<file path="src/rtl/addsub_pkg.sv">
// Shared types and constants for the sequential adder/subtractor.
// Saturation limits are only used when ADDSUB_SAT_EN is defined.
package addsub_pkg;

    typedef enum logic {
        IDLE,
        RUN
    } state_t;

    localparam logic OP_ADD = 1'b0;
    localparam logic OP_SUB = 1'b1;

    // Widest operand the saturation helpers can describe; callers cast down to their width.
    localparam int unsigned SAT_MAX_W = 1024;

    function automatic logic [SAT_MAX_W-1:0] sat_max(input int unsigned width);
        return (SAT_MAX_W'(1) << (width - 1)) - SAT_MAX_W'(1);
    endfunction

    function automatic logic [SAT_MAX_W-1:0] sat_min(input int unsigned width);
        return SAT_MAX_W'(1) << (width - 1);
    endfunction

endpackage

</file>
<file path="src/rtl/addsub_digit.sv">
// DIGIT-bit ripple-carry adder slice shared by every step of seq_addsub.
// c_msb is the carry into the top bit, needed for signed overflow on the final digit.
module addsub_digit #(
    parameter int unsigned DIGIT = 8
) (
    input  logic [DIGIT-1:0] a_d,
    input  logic [DIGIT-1:0] b_d,
    input  logic             cin,
    output logic [DIGIT-1:0] s_d,
    output logic             cout,
    output logic             c_msb
);

    always_comb begin
        logic c;
        c     = cin;
        c_msb = cin;
        s_d   = '0;
        for (int i = 0; i < int'(DIGIT); i++) begin
            if (i == int'(DIGIT) - 1) c_msb = c;
            s_d[i] = a_d[i] ^ b_d[i] ^ c;
            c      = (a_d[i] & b_d[i]) | (c & (a_d[i] ^ b_d[i]));
        end
        cout = c;
    end

endmodule

</file>
<file path="src/rtl/seq_addsub.sv">
// Multi-cycle adder/subtractor: WIDTH-bit operands processed DIGIT bits per cycle.
// Define ADDSUB_SAT_EN to clamp the result to the signed limits on overflow.
module seq_addsub
    import addsub_pkg::*;
#(
    parameter int unsigned WIDTH = 32,
    parameter int unsigned DIGIT = 8
) (
    input  logic             clk,
    input  logic             rst,
    input  logic             start,
    input  logic             op,
    input  logic [WIDTH-1:0] a,
    input  logic [WIDTH-1:0] b,
    output logic             busy,
    output logic             done,
    output logic [WIDTH-1:0] result,
    output logic             carry_out,
    output logic             overflow,
    output logic             zero
);

    localparam int unsigned N      = WIDTH / DIGIT;
    localparam int unsigned IDX_W  = (N > 1) ? $clog2(N) : 1;
    localparam int unsigned BASE_W = (WIDTH > 1) ? $clog2(WIDTH) : 1;
    localparam logic [IDX_W-1:0] LAST_IDX = IDX_W'(N - 1);

    if (DIGIT == 0 || DIGIT > WIDTH) begin : g_bad_digit
        $error("seq_addsub: DIGIT must satisfy 1 <= DIGIT <= WIDTH");
    end
    if (WIDTH % DIGIT != 0) begin : g_bad_width
        $error("seq_addsub: WIDTH must be a multiple of DIGIT");
    end

    state_t           state_q;
    logic [IDX_W-1:0] idx_q;
    logic [WIDTH-1:0] a_q;
    logic [WIDTH-1:0] b_q;
    logic [WIDTH-1:0] acc_q;
    logic             carry_q;
    logic             op_q;

    logic [BASE_W-1:0] base;
    logic [DIGIT-1:0]  a_d;
    logic [DIGIT-1:0]  b_d;
    logic [DIGIT-1:0]  s_d;
    logic              cout;
    logic              c_msb;
    logic [WIDTH-1:0]  sum_full;
    logic [WIDTH-1:0]  final_res;
    logic              ovf;

    assign base = BASE_W'(idx_q * DIGIT);
    assign a_d  = a_q[base +: DIGIT];
    assign b_d  = b_q[base +: DIGIT];

    addsub_digit #(
        .DIGIT(DIGIT)
    ) u_digit (
        .a_d  (a_d),
        .b_d  (b_d),
        .cin  (carry_q),
        .s_d  (s_d),
        .cout (cout),
        .c_msb(c_msb)
    );

    // Full result as it will look once the current digit lands; only consumed on the last digit.
    always_comb begin
        sum_full = acc_q;
        sum_full[base +: DIGIT] = s_d;
    end

    assign ovf = c_msb ^ cout;

`ifdef ADDSUB_SAT_EN
    localparam logic [WIDTH-1:0] SAT_HI = WIDTH'(sat_max(WIDTH));
    localparam logic [WIDTH-1:0] SAT_LO = WIDTH'(sat_min(WIDTH));

    // A wrapped negative MSB on overflow means the true result was positive.
    assign final_res = ovf ? (sum_full[WIDTH-1] ? SAT_HI : SAT_LO) : sum_full;
`else
    assign final_res = sum_full;
`endif

    always_ff @(posedge clk) begin
        if (rst) begin
            state_q   <= IDLE;
            idx_q     <= '0;
            a_q       <= '0;
            b_q       <= '0;
            acc_q     <= '0;
            carry_q   <= 1'b0;
            op_q      <= OP_ADD;
            busy      <= 1'b0;
            done      <= 1'b0;
            result    <= '0;
            carry_out <= 1'b0;
            overflow  <= 1'b0;
            zero      <= 1'b0;
        end else begin
            done <= 1'b0;
            unique case (state_q)
                IDLE: begin
                    if (start) begin
                        a_q     <= a;
                        b_q     <= (op == OP_SUB) ? ~b : b;
                        carry_q <= op;
                        op_q    <= op;
                        idx_q   <= '0;
                        busy    <= 1'b1;
                        state_q <= RUN;
                    end
                end
                RUN: begin
                    acc_q[base +: DIGIT] <= s_d;
                    carry_q              <= cout;
                    if (idx_q == LAST_IDX) begin
                        state_q   <= IDLE;
                        busy      <= 1'b0;
                        done      <= 1'b1;
                        result    <= final_res;
                        // Final carry of a + ~b + 1 is the inverse of the borrow.
                        carry_out <= (op_q == OP_SUB) ? ~cout : cout;
                        overflow  <= ovf;
                        zero      <= (final_res == '0);
                    end else begin
                        idx_q <= idx_q + IDX_W'(1);
                    end
                end
                default: state_q <= IDLE;
            endcase
        end
    end

endmodule

</file>
<file path="config.mk">
export PLATFORM = sky130hd
export DESIGN_NAME = seq_addsub
export DESIGN_NICKNAME = d
export VERILOG_FILES = /design/src/rtl/addsub_pkg.sv /design/src/rtl/addsub_digit.sv /design/src/rtl/seq_addsub.sv
export SDC_FILE = /design/constraint.sdc
export NUM_CORES = 1
export LEC_CHECK = 0
export CORE_MARGIN = 5
export CORE_UTILIZATION = 35
export DETAILED_ROUTE_END_ITERATION = 12
export MAX_ROUTING_LAYER = met4
export PLACE_DENSITY_LB_ADDON = 0.08
export SETUP_SLACK_MARGIN = 0.5
export SYNTH_ARGS = -nofsm -noshare
export SYNTH_HDL_FRONTEND = slang
export SYNTH_HIERARCHICAL = 1
export SYNTH_SLANG_ARGS = --single-unit
</file>
<file path="constraint.sdc">
create_clock -name clk -period 6.85 [get_ports clk]
set_clock_uncertainty 0.1 [all_clocks]
set_input_delay 1.37 -clock clk [delete_from_list [all_inputs] [get_ports clk]]
set_output_delay 1.37 -clock clk [all_outputs]
set_load 0.1 [all_outputs]
</file>
Yosys cells after proc, flatten, opt, wreduce, memory -nomap -nowiden
Cells that the tools add are included.
Widths: inputs -> output; s select.
{"block": "totals", "out_inout_bits": 37, "input_bits": 68, "reg_bits": 138}
{"block": "classes", "n_eq_ne": 4, "n_bitwise": 44, "n_mux": 15, "addsub": 2, "reduce_logical": 6, "shifts": 4}
{"operator": "$shiftx 32x6->8", "n": 2}
{"operator": "$bwmux 32", "n": 1}
{"operator": "$logic_not 32->1", "n": 1}
{"operator": "$mux 32", "n": 1}
{"operator": "$not 32->32", "n": 1}
{"operator": "$shift 8x7->32 const A", "n": 1}
{"operator": "$shiftx 8x7->32", "n": 1}
{"operator": "$xor 1x1->1", "n": 17}
{"operator": "$and 1x1->1", "n": 16}
{"operator": "$or 1x1->1", "n": 8}
{"operator": "$reduce_and 2->1", "n": 4}
{"operator": "$mux 1", "n": 7}
{"operator": "$neg 5->7", "n": 1}
{"operator": "$pmux 1 s2", "n": 3}
{"operator": "$mux 2", "n": 2}
{"operator": "$ne 2x2->1 const B", "n": 2}
{"operator": "$pmux 2 s2", "n": 1}
{"operator": "$add 2x1->2 const B", "n": 1}
{"operator": "$eq 2x2->1 const B", "n": 1}
{"operator": "$ne 2x1->1 const B", "n": 1}
{"operator": "$not 1->1", "n": 2}
{"operator": "$reduce_or 2->1", "n": 1}

Logic depth before layout (Yosys ltp)
Gate-level depths: netlist (run 1).
{"block": "depth", "depth_word": 20, "mapped_depth": 21}

Cells and area by module
Netlist (run 1), hierarchy kept.
{"mod": "seq_addsub", "area_each_um2": 5980.7, "cells_each": 681, "seq_area_each_um2": 2762.6, "n_inst": 1}
{"mod": "addsub_digit", "area_each_um2": 197.7, "cells_each": 18, "seq_area_each_um2": 0.0, "n_inst": 1}

Least setup slack after synthesis (run 1)
Ideal clock, no wire load.
{"block": "synth_timing", "kind": "register to register", "start": "register idx_q[0]", "end": "register zero", "synth_period_minus_slack_ps": 5270, "setup_ps": 69, "path_buffers": 3, "slack_ps": 1580, "path_stages_with_launch": 22, "required_time_ps": 6681, "arrival_ps": 5101, "path_cell_list": "dfxtp_1 buf_2 buf_4 mux4_2 fa_1 inv_1 fa_1 inv_1 fa_1 fa_1 fa_1 fa_1 inv_1 fa_1 inv_1 fa_1 buf_2 nor3_1 nand2_1 o21ai_0 nand4_1 o21ai_1"}
{"block": "synth_between", "elab_chain_cells": 20}
{"item": "start, declared", "line": "seq_addsub.sv:36", "source": "logic [IDX_W-1:0] idx_q;"}
{"item": "start signal, assigned", "line": "seq_addsub.sv:128", "source": "idx_q <= idx_q + IDX_W'(1);"}
{"item": "$shiftx 32x6->8 (*)", "line": "seq_addsub.sv:54", "source": "assign a_d = a_q[base +: DIGIT];"}
{"item": "via a_d[0]", "line": "seq_addsub.sv:44", "source": "logic [DIGIT-1:0] a_d;"}
{"item": "$xor 1x1->1", "line": "addsub_digit.sv:22", "source": "c = (a_d[i] & b_d[i]) | (c & (a_d[i] ^ b_d[i]));"}
{"item": "$and 1x1->1", "line": "addsub_digit.sv:22"}
{"item": "$or 1x1->1 (*)", "line": "addsub_digit.sv:22"}
{"item": "$and 1x1->1 (*)", "line": "addsub_digit.sv:22"}
{"item": "$or 1x1->1 (*)", "line": "addsub_digit.sv:22"}
{"item": "$and 1x1->1 (*)", "line": "addsub_digit.sv:22"}
{"item": "[7 not listed]"}
{"item": "$and 1x1->1 (*)", "line": "addsub_digit.sv:22"}
{"item": "$or 1x1->1 (*)", "line": "addsub_digit.sv:22"}
{"item": "via c_msb", "line": "seq_addsub.sv:48", "source": "logic c_msb;"}
{"item": "$xor 1x1->1 (*)", "line": "addsub_digit.sv:21", "source": "s_d[i] = a_d[i] ^ b_d[i] ^ c;"}
{"item": "via s_d[7]", "line": "seq_addsub.sv:46", "source": "logic [DIGIT-1:0] s_d;"}
{"item": "$shiftx 8x7->32 (*)", "line": "seq_addsub.sv:71", "source": "sum_full[base +: DIGIT] = s_d;"}
{"item": "$bwmux 32 (*)", "line": "seq_addsub.sv:71"}
{"item": "$logic_not 32->1 (*)", "line": "seq_addsub.sv:126", "source": "zero <= (final_res == '0);"}
{"item": "end signal, assigned", "line": "seq_addsub.sv:126"}
{"item": "end, declared", "line": "seq_addsub.sv:20", "source": "output logic zero"}
Mark *: on every way through the listed nets, which the timed path passes. The rest lies on a longest branch.
A chain may end at the register's enable or synchronous reset.

Worst setup path after layout (run 1)
{"block": "layout_timing", "start": "register idx_q[1]", "end": "register zero"}
Same word-level chain as after synthesis.

==> results of run 1 <==
[per-layer routing]
layer | vias up | share of wire (%)
met5 | - | 0
met4 | 0 | 1.1
met3 | 15 | 4.5
met2 | 126 | 49
met1 | 2357 | 45
li1 | 2531 | -
[tightest hold or removal path, stage by stage (launching register included)]
cell and delay [ns]:
dfxtp_1 0.30, nand2_1 0.05, o21ai_1 0.05
[per-stage QoR]
step / instance area, sq um / worst slack (ns)
5_1_grt: 7870 / 1.106
6_report: 7870 / 1.436
2_1_floorplan: 6178 / 1.580
3_5_place_dp: 7291 / 1.407
3_3_place_gp: 7291 / 1.557
4_1_cts: 7870 / 1.400
[path summary, 6_finish.rpt]
check | start | cells after the start | to | slack (ns)
worst min-delay path | result[19] | 2 | result[19] | 0.34
worst min register to register | result[19] | 2 | result[19] | 0.34
worst max register to register | idx_q[1] | 18 | zero | 1.44
worst max-delay path | idx_q[1] | 18 | zero | 1.44
[sequential cells by signal (all words and copies together) (netlist names), 2 cells and up]
register,flops
result,32
b_q,32
acc_q,32
a_q,32
idx_q,2
[power by group]
part | total (mW) | switching, mW | leakage (nW) | internal (mW)
logic | 0.276 | 0.158 | 1.38 | 0.118
registers | 0.863 | 0.0229 | 1.13 | 0.840
clock network | 0.887 | 0.331 | 0.282 | 0.556
[final cells by class]
type	instances	area, sq um	area share (%)
clock buffers	26	519.2	6.598
clock inverters	6	60.06	0.7631
inverters	13	48.80	0.6200
multi-input cells	487	3119	39.63
flip-flops and latches	138	2763	35.10
well taps	225	281.5	3.577
repair buffers	110	1079	13.70
[layout by cell type, fill, tap and decap left out, types with 17 or more instances in the layout]
cell | synthesis | routed
a21oi_1 | 65 | 64
xnor2_1 | 34 | 34
dfxtp_1 | 138 | 138
a211oi_1 | 47 | 47
nor2_1 | 76 | 76
nand2_1 | 108 | 108
clkbuf_16 | 0 | 17
nor2b_1 | 33 | 32
clkdlybuf4s50_1 | 0 | 102
o21ai_1 | 27 | 27
[cells by family after synthesis]
group | Yosys count | share of synthesized area (%)
simple gates | 243 | 18.06
compound gates | 178 | 17.31
flops | 138 | 44.71
buf+inv | 74 | 5.103
xor+xnor | 34 | 4.820
mux | 18 | 6.177
fa+ha+maj | 14 | 3.807
==> summary.txt, run 1 <==
initial antenna violation count = 0
Post-synth EDFFs = 0
# setup viols final = 0
Synth cell types = 41
Hold Vio Cnt, Final = 0
Final HPWL DP = 10990 microns
Syn. warnings = 6
wire length of the first global-routing pass = 25730 microns
Fillers = 1697
RSZ-0062 raised after global routing = no
Max stage delay on crit path = 0.93 ns
Tot GR Track Use = 16.51%
max-cap viol count = 0
area delta synth->final = 27.38%
GR peak layer = met2
maximum clock path buffer count = 2
GR met3 Demand/Resource = 3.650%
CTS sink count = 138
Syn Area/Cell = 8.839 sq um
PostCTS Resize Cnt = 0
fin cells = 1005
post-CTS setup buffers = 0
Pwr Total = 2.026 mW
Via density = 5.004
worst setup path category = reg2reg
Pwr per Cell Area = 257.4 nW/um^2
die height = 142.9 microns
Die X = 142.9 microns
routed length per instance = 15.73 microns
met1 Use GR = 20.91%
cts bufs inserted = 17
post-synthesis cell count = 699
Slew HR = 21.12%
GR Overflow Total = 0
post-route ant nets = 0
Nets = 849
crit path time final = 5.414 ns
gp weighted congestion = 0.7666
met2 usage = 25.87%
setup TNS = 0 ns
placed instance count = 973
area leader, netlist = dfxtp_1
Tightest Hold Check Type = reg2reg
largest net degree at the start of global routing = 103
worst hold slack = 0.3450 ns
Seq/Total Area, Yosys = 44.71%
ant diodes = 0
Synth top area share = 44.71%
top_reg_cell synth = dfxtp_1
Synth Register Bits = 138
Buffers & Inverters on Critical Path = 4
crit path capture type = flip-flop
P_leak = 2.792 nW
Worst-Margin Slew = 1.183 ns
Hold-fix buffers, CTS = 0
most frequent cell after synthesis = dfxtp_1
detailed-route wire length = 15810 microns
synthesized area = 6178 sq um
Net Count, Synth = 781
Critical Path RT = 7.10 ns
TritonRoute pass-1 iters = 5
CTS tree = done
Worst setup SP type = flip-flop
# DRC = 0
Post-synth top cells = 138 x dfxtp_1, 108 x nand2_1, 76 x nor2_1
final max-slew violation count = 0
IO Count = 105
Vias = 5029
dominant cells by area after synthesis = dfxtp_1 45%, nand2_1 6.6%, mux4_2 5.8%
status = finished clean
Iteration-0 DRC Markers = 305
final cycle utilization of the critical path = 79.03%
worst-path fanout max = 21
critical path's top delay family = adder cells
Core ar. = 17300 sq um
Root Buffer = clkbuf_16
initial core utilization = 35.72%
fmax = 184.7 MHz
clk_lat worst skew = 0.41 ns
Async SR Flop Fraction = 0%
Worst-path clk slew = 0.06 ns
PortBufs = 104
CP dominant cell by count = fa_1
Rows = 48
fin util = 45.50%
vias in the first global route = 4960
share of layout cells above drive strength 1 = 8.077%
die area = 20410 sq um
Worst VDD drop = 0.1822 mV
CP cell instances = mux4_2 -> fa_1 -> inv_1 -> fa_1 -> inv_1 -> fa_1 -> fa_1 -> fa_1 -> fa_1 -> inv_1 -> fa_1 -> inv_1 -> fa_1 -> nor3_1 -> nand2_1 -> o21ai_0 -> nand4_1 -> o21ai_1
# H-tree levels = 4
CP arrival = 5.67 ns
Slowest cell on crit path = dfxtp_1
(Power assumes the default switching activity.)
==> inputs of run 2 (changes only) <==
Clock period 6.85 ns to 4.7 ns, I/O delays scaled along.
==> run 2 against run 1 <==
Effect of this change:
- fmax is 23% higher
- count of clock-buffer cells in the layout is 9 lower
- highest routed layer unchanged
- register-to-register slack worse by 1.1 ns
- critical path type unchanged
==> summary.txt, run 2 (synthesis gave the netlist of run 1 again) <==
Vias = 5044 (+0.30%)
Iteration-0 DRC Markers = 213 (-30%)
CP arrival = 4.61 ns (-1.06 ns)
Worst-path clk slew = 0.06 ns (about the same)
Tot GR Track Use = 16.83% (+0.31 points)
Worst-Margin Slew = 1.186 ns (+0.002843 ns)
design area = 8160 sq um (+3.7%)
most frequent cells in the layout = 137 x dfxtp_1, 108 x nand2_1, 102 x clkdlybuf4s50_1
clk_lat worst skew = 0.42 ns (about the same)
Core ar. = 17300 sq um (unchanged)
Worst VDD drop = 0.2627 mV (+44%)
total placed instance area = 7367 sq um (+1.0%)
R2R setup slack = 0.30 ns (-1.13 ns)
Critical Path RT = 4.91 ns (-2.19 ns)
fin cells = 1013 (+0.80%)
# DRC = 0 (unchanged)
area delta synth->final = 32.08%
worst hold slack = 0.3469 ns (+0.001873 ns)
max-cap viol count = 0 (unchanged)
CTS tree = done
Die X = 142.9 microns (unchanged)
# H-tree levels = 4 (unchanged)
R2R Path Start = idx_q[0]
commonest non-fill, non-tap cell in the layout = dfxtp_1
Nets = 857 (+0.94%)
# setup viols final = 0 (unchanged)
Via density = 4.979 (-0.49%)
die area = 20410 sq um (unchanged)
initial core utilization = 35.72% (unchanged)
cts bufs inserted = 17 (unchanged)
fmax = 227.5 MHz (+23%)
PortBufs = 104 (unchanged)
ant diodes = 0 (unchanged)
Final HPWL DP = 11270 microns (+2.5%)
die height = 142.9 microns (unchanged)
share of layout cells above drive strength 1 = 11.93% (+3.9 points)
Reg-to-Reg End = zero
TritonRoute pass-1 iters = 4 (-1)
detailed-route wire length = 16090 microns (+1.7%)
final cycle utilization of the critical path = 93.54% (+15 points)
crit path time final = 4.396 ns (-1.017 ns)
reg2reg path depth = 18 (unchanged)
initial antenna violation count = 0 (unchanged)
crit path capture type = flip-flop
placed instance count = 976 (+0.31%)
GR Overflow Total = 0 (unchanged)
worst hold stages = 2 (unchanged)
IO Count = 105 (unchanged)
gp weighted congestion = 0.7875 (+2.7%)
Pwr per Cell Area = 408.2 nW/um^2 (+59%)
maximum clock path buffer count = 2 (unchanged)
post-route ant nets = 0 (unchanged)
P_leak = 2.898 nW (+3.8%)
final max-slew violation count = 0 (unchanged)
Hold Path Sink = result[8]
Root Buffer = clkbuf_16
CTS sink count = 138 (unchanged)
Worst setup SP type = flip-flop
HP Start = result[8]
Rows = 48 (unchanged)
RSZ-0062 raised after global routing = yes
wire length of the first global-routing pass = 26170 microns (+1.7%)
worst setup path category = reg2reg
status = finished clean
vias in the first global route = 5049 (+1.8%)
Tightest Hold Check Type = reg2reg
routed length per instance = 15.88 microns (+0.92%)
Hold Vio Cnt, Final = 0 (unchanged)
Fillers = 1646 (-3.0%)
worst-path fanout max = 4 (-81%)
largest net degree at the start of global routing = 102 (-0.97%)
Pwr Total = 3.331 mW (+64%)
Slew HR = 20.93% (-0.19 points)
## run 2: cell count changes in the layout (fill, tap and decap cells not counted), moves of 4 or more
cell	before	now
bufinv_16	1	8
buf_4	7	11
fa_1	8	1
a21oi_1	64	59
fa_2	0	7
a21oi_2	0	5
inv_1	12	8
clkbuf_8	6	0
## run 2: per-stage QoR
stage / util (%) / worst slack (ns) / TNS [ns]
2_1_floorplan: - / -0.04934 / -0.04934
3_3_place_gp: 42.59 / 0.1758 / 0
3_5_place_dp: 42.59 / 0.06551 / 0
4_1_cts: 46.98 / 0.2971 / 0
5_1_grt: 47.18 / 0.1003 / 0
6_report: 47.18 / 0.3036 / 0
## run 2: what timing repair did
item	CTS	global route
hold buffers	0	0
gates resized for setup	5	5
setup endpoints to repair	14	12
buffers inserted	3	2
pin swaps	9	3
## run 2: final cells by class
| class | count | area (sq um) | area share [%] |
|---|---|---|---|
| clock inverters | 15 | 292.8 | 3.588 |
| repair buffers | 118 | 1162 | 14.24 |
| multi-input cells | 487 | 3181 | 38.98 |
| inverters | 13 | 51.30 | 0.6286 |
| flip-flops and latches | 138 | 2766 | 33.90 |
| clock buffers | 17 | 425.4 | 5.213 |
| well taps | 225 | 281.5 | 3.450 |
## run 2: critical path, cell delays in order, from the launching register on
cell     delay [ns]
dfxtp_4        0.37
mux4_2         0.52
fa_2           0.37
inv_2          0.06
fa_1           0.15
inv_1          0.05
fa_2           0.33
fa_2           0.35
fa_2           0.35
fa_2           0.34
inv_2          0.06
fa_2           0.18
inv_2          0.05
fa_2           0.58
nor3_2         0.05
nand2_1        0.09
nand3_1        0.08
nand4_1        0.14
o21ai_1        0.06
## run 2: worst max-delay path by stage
stage          startpoint  cells after the start  slack [ns]   end
2_1_floorplan    idx_q[0]                     21       -0.05  zero
3_3_place_gp     idx_q[0]                     18        0.18  zero
3_5_place_dp     idx_q[0]                     18        0.07  zero
4_1_cts          idx_q[0]                     18        0.30  zero
5_1_grt          idx_q[0]                     18        0.10  zero
6_report         idx_q[0]                     18        0.30  zero
## run 2: layer usage
| metal | share of wire (%) | wire length (microns) | track usage, % |
|---|---|---|---|
| met4 | 0.92 | 148 | 5.203 |
| met2 | 50 | 8024 | 27.40 |
| met5 | 0 | 0 | - |
| met3 | 5.1 | 827 | 4.019 |
| met1 | 44 | 7085 | 20.74 |
## run 2: power breakdown
part / internal, mW / switching [mW]
sequential: 1.22 / 0.0319
clock: 1.11 / 0.524
combinational: 0.199 / 0.247
==> inputs of run 3 (changes only) <==
Settings changed: ABC_AREA set to 0.
==> results of run 3 <==
Final layout, timing and power as in run 2 (identical DEF).
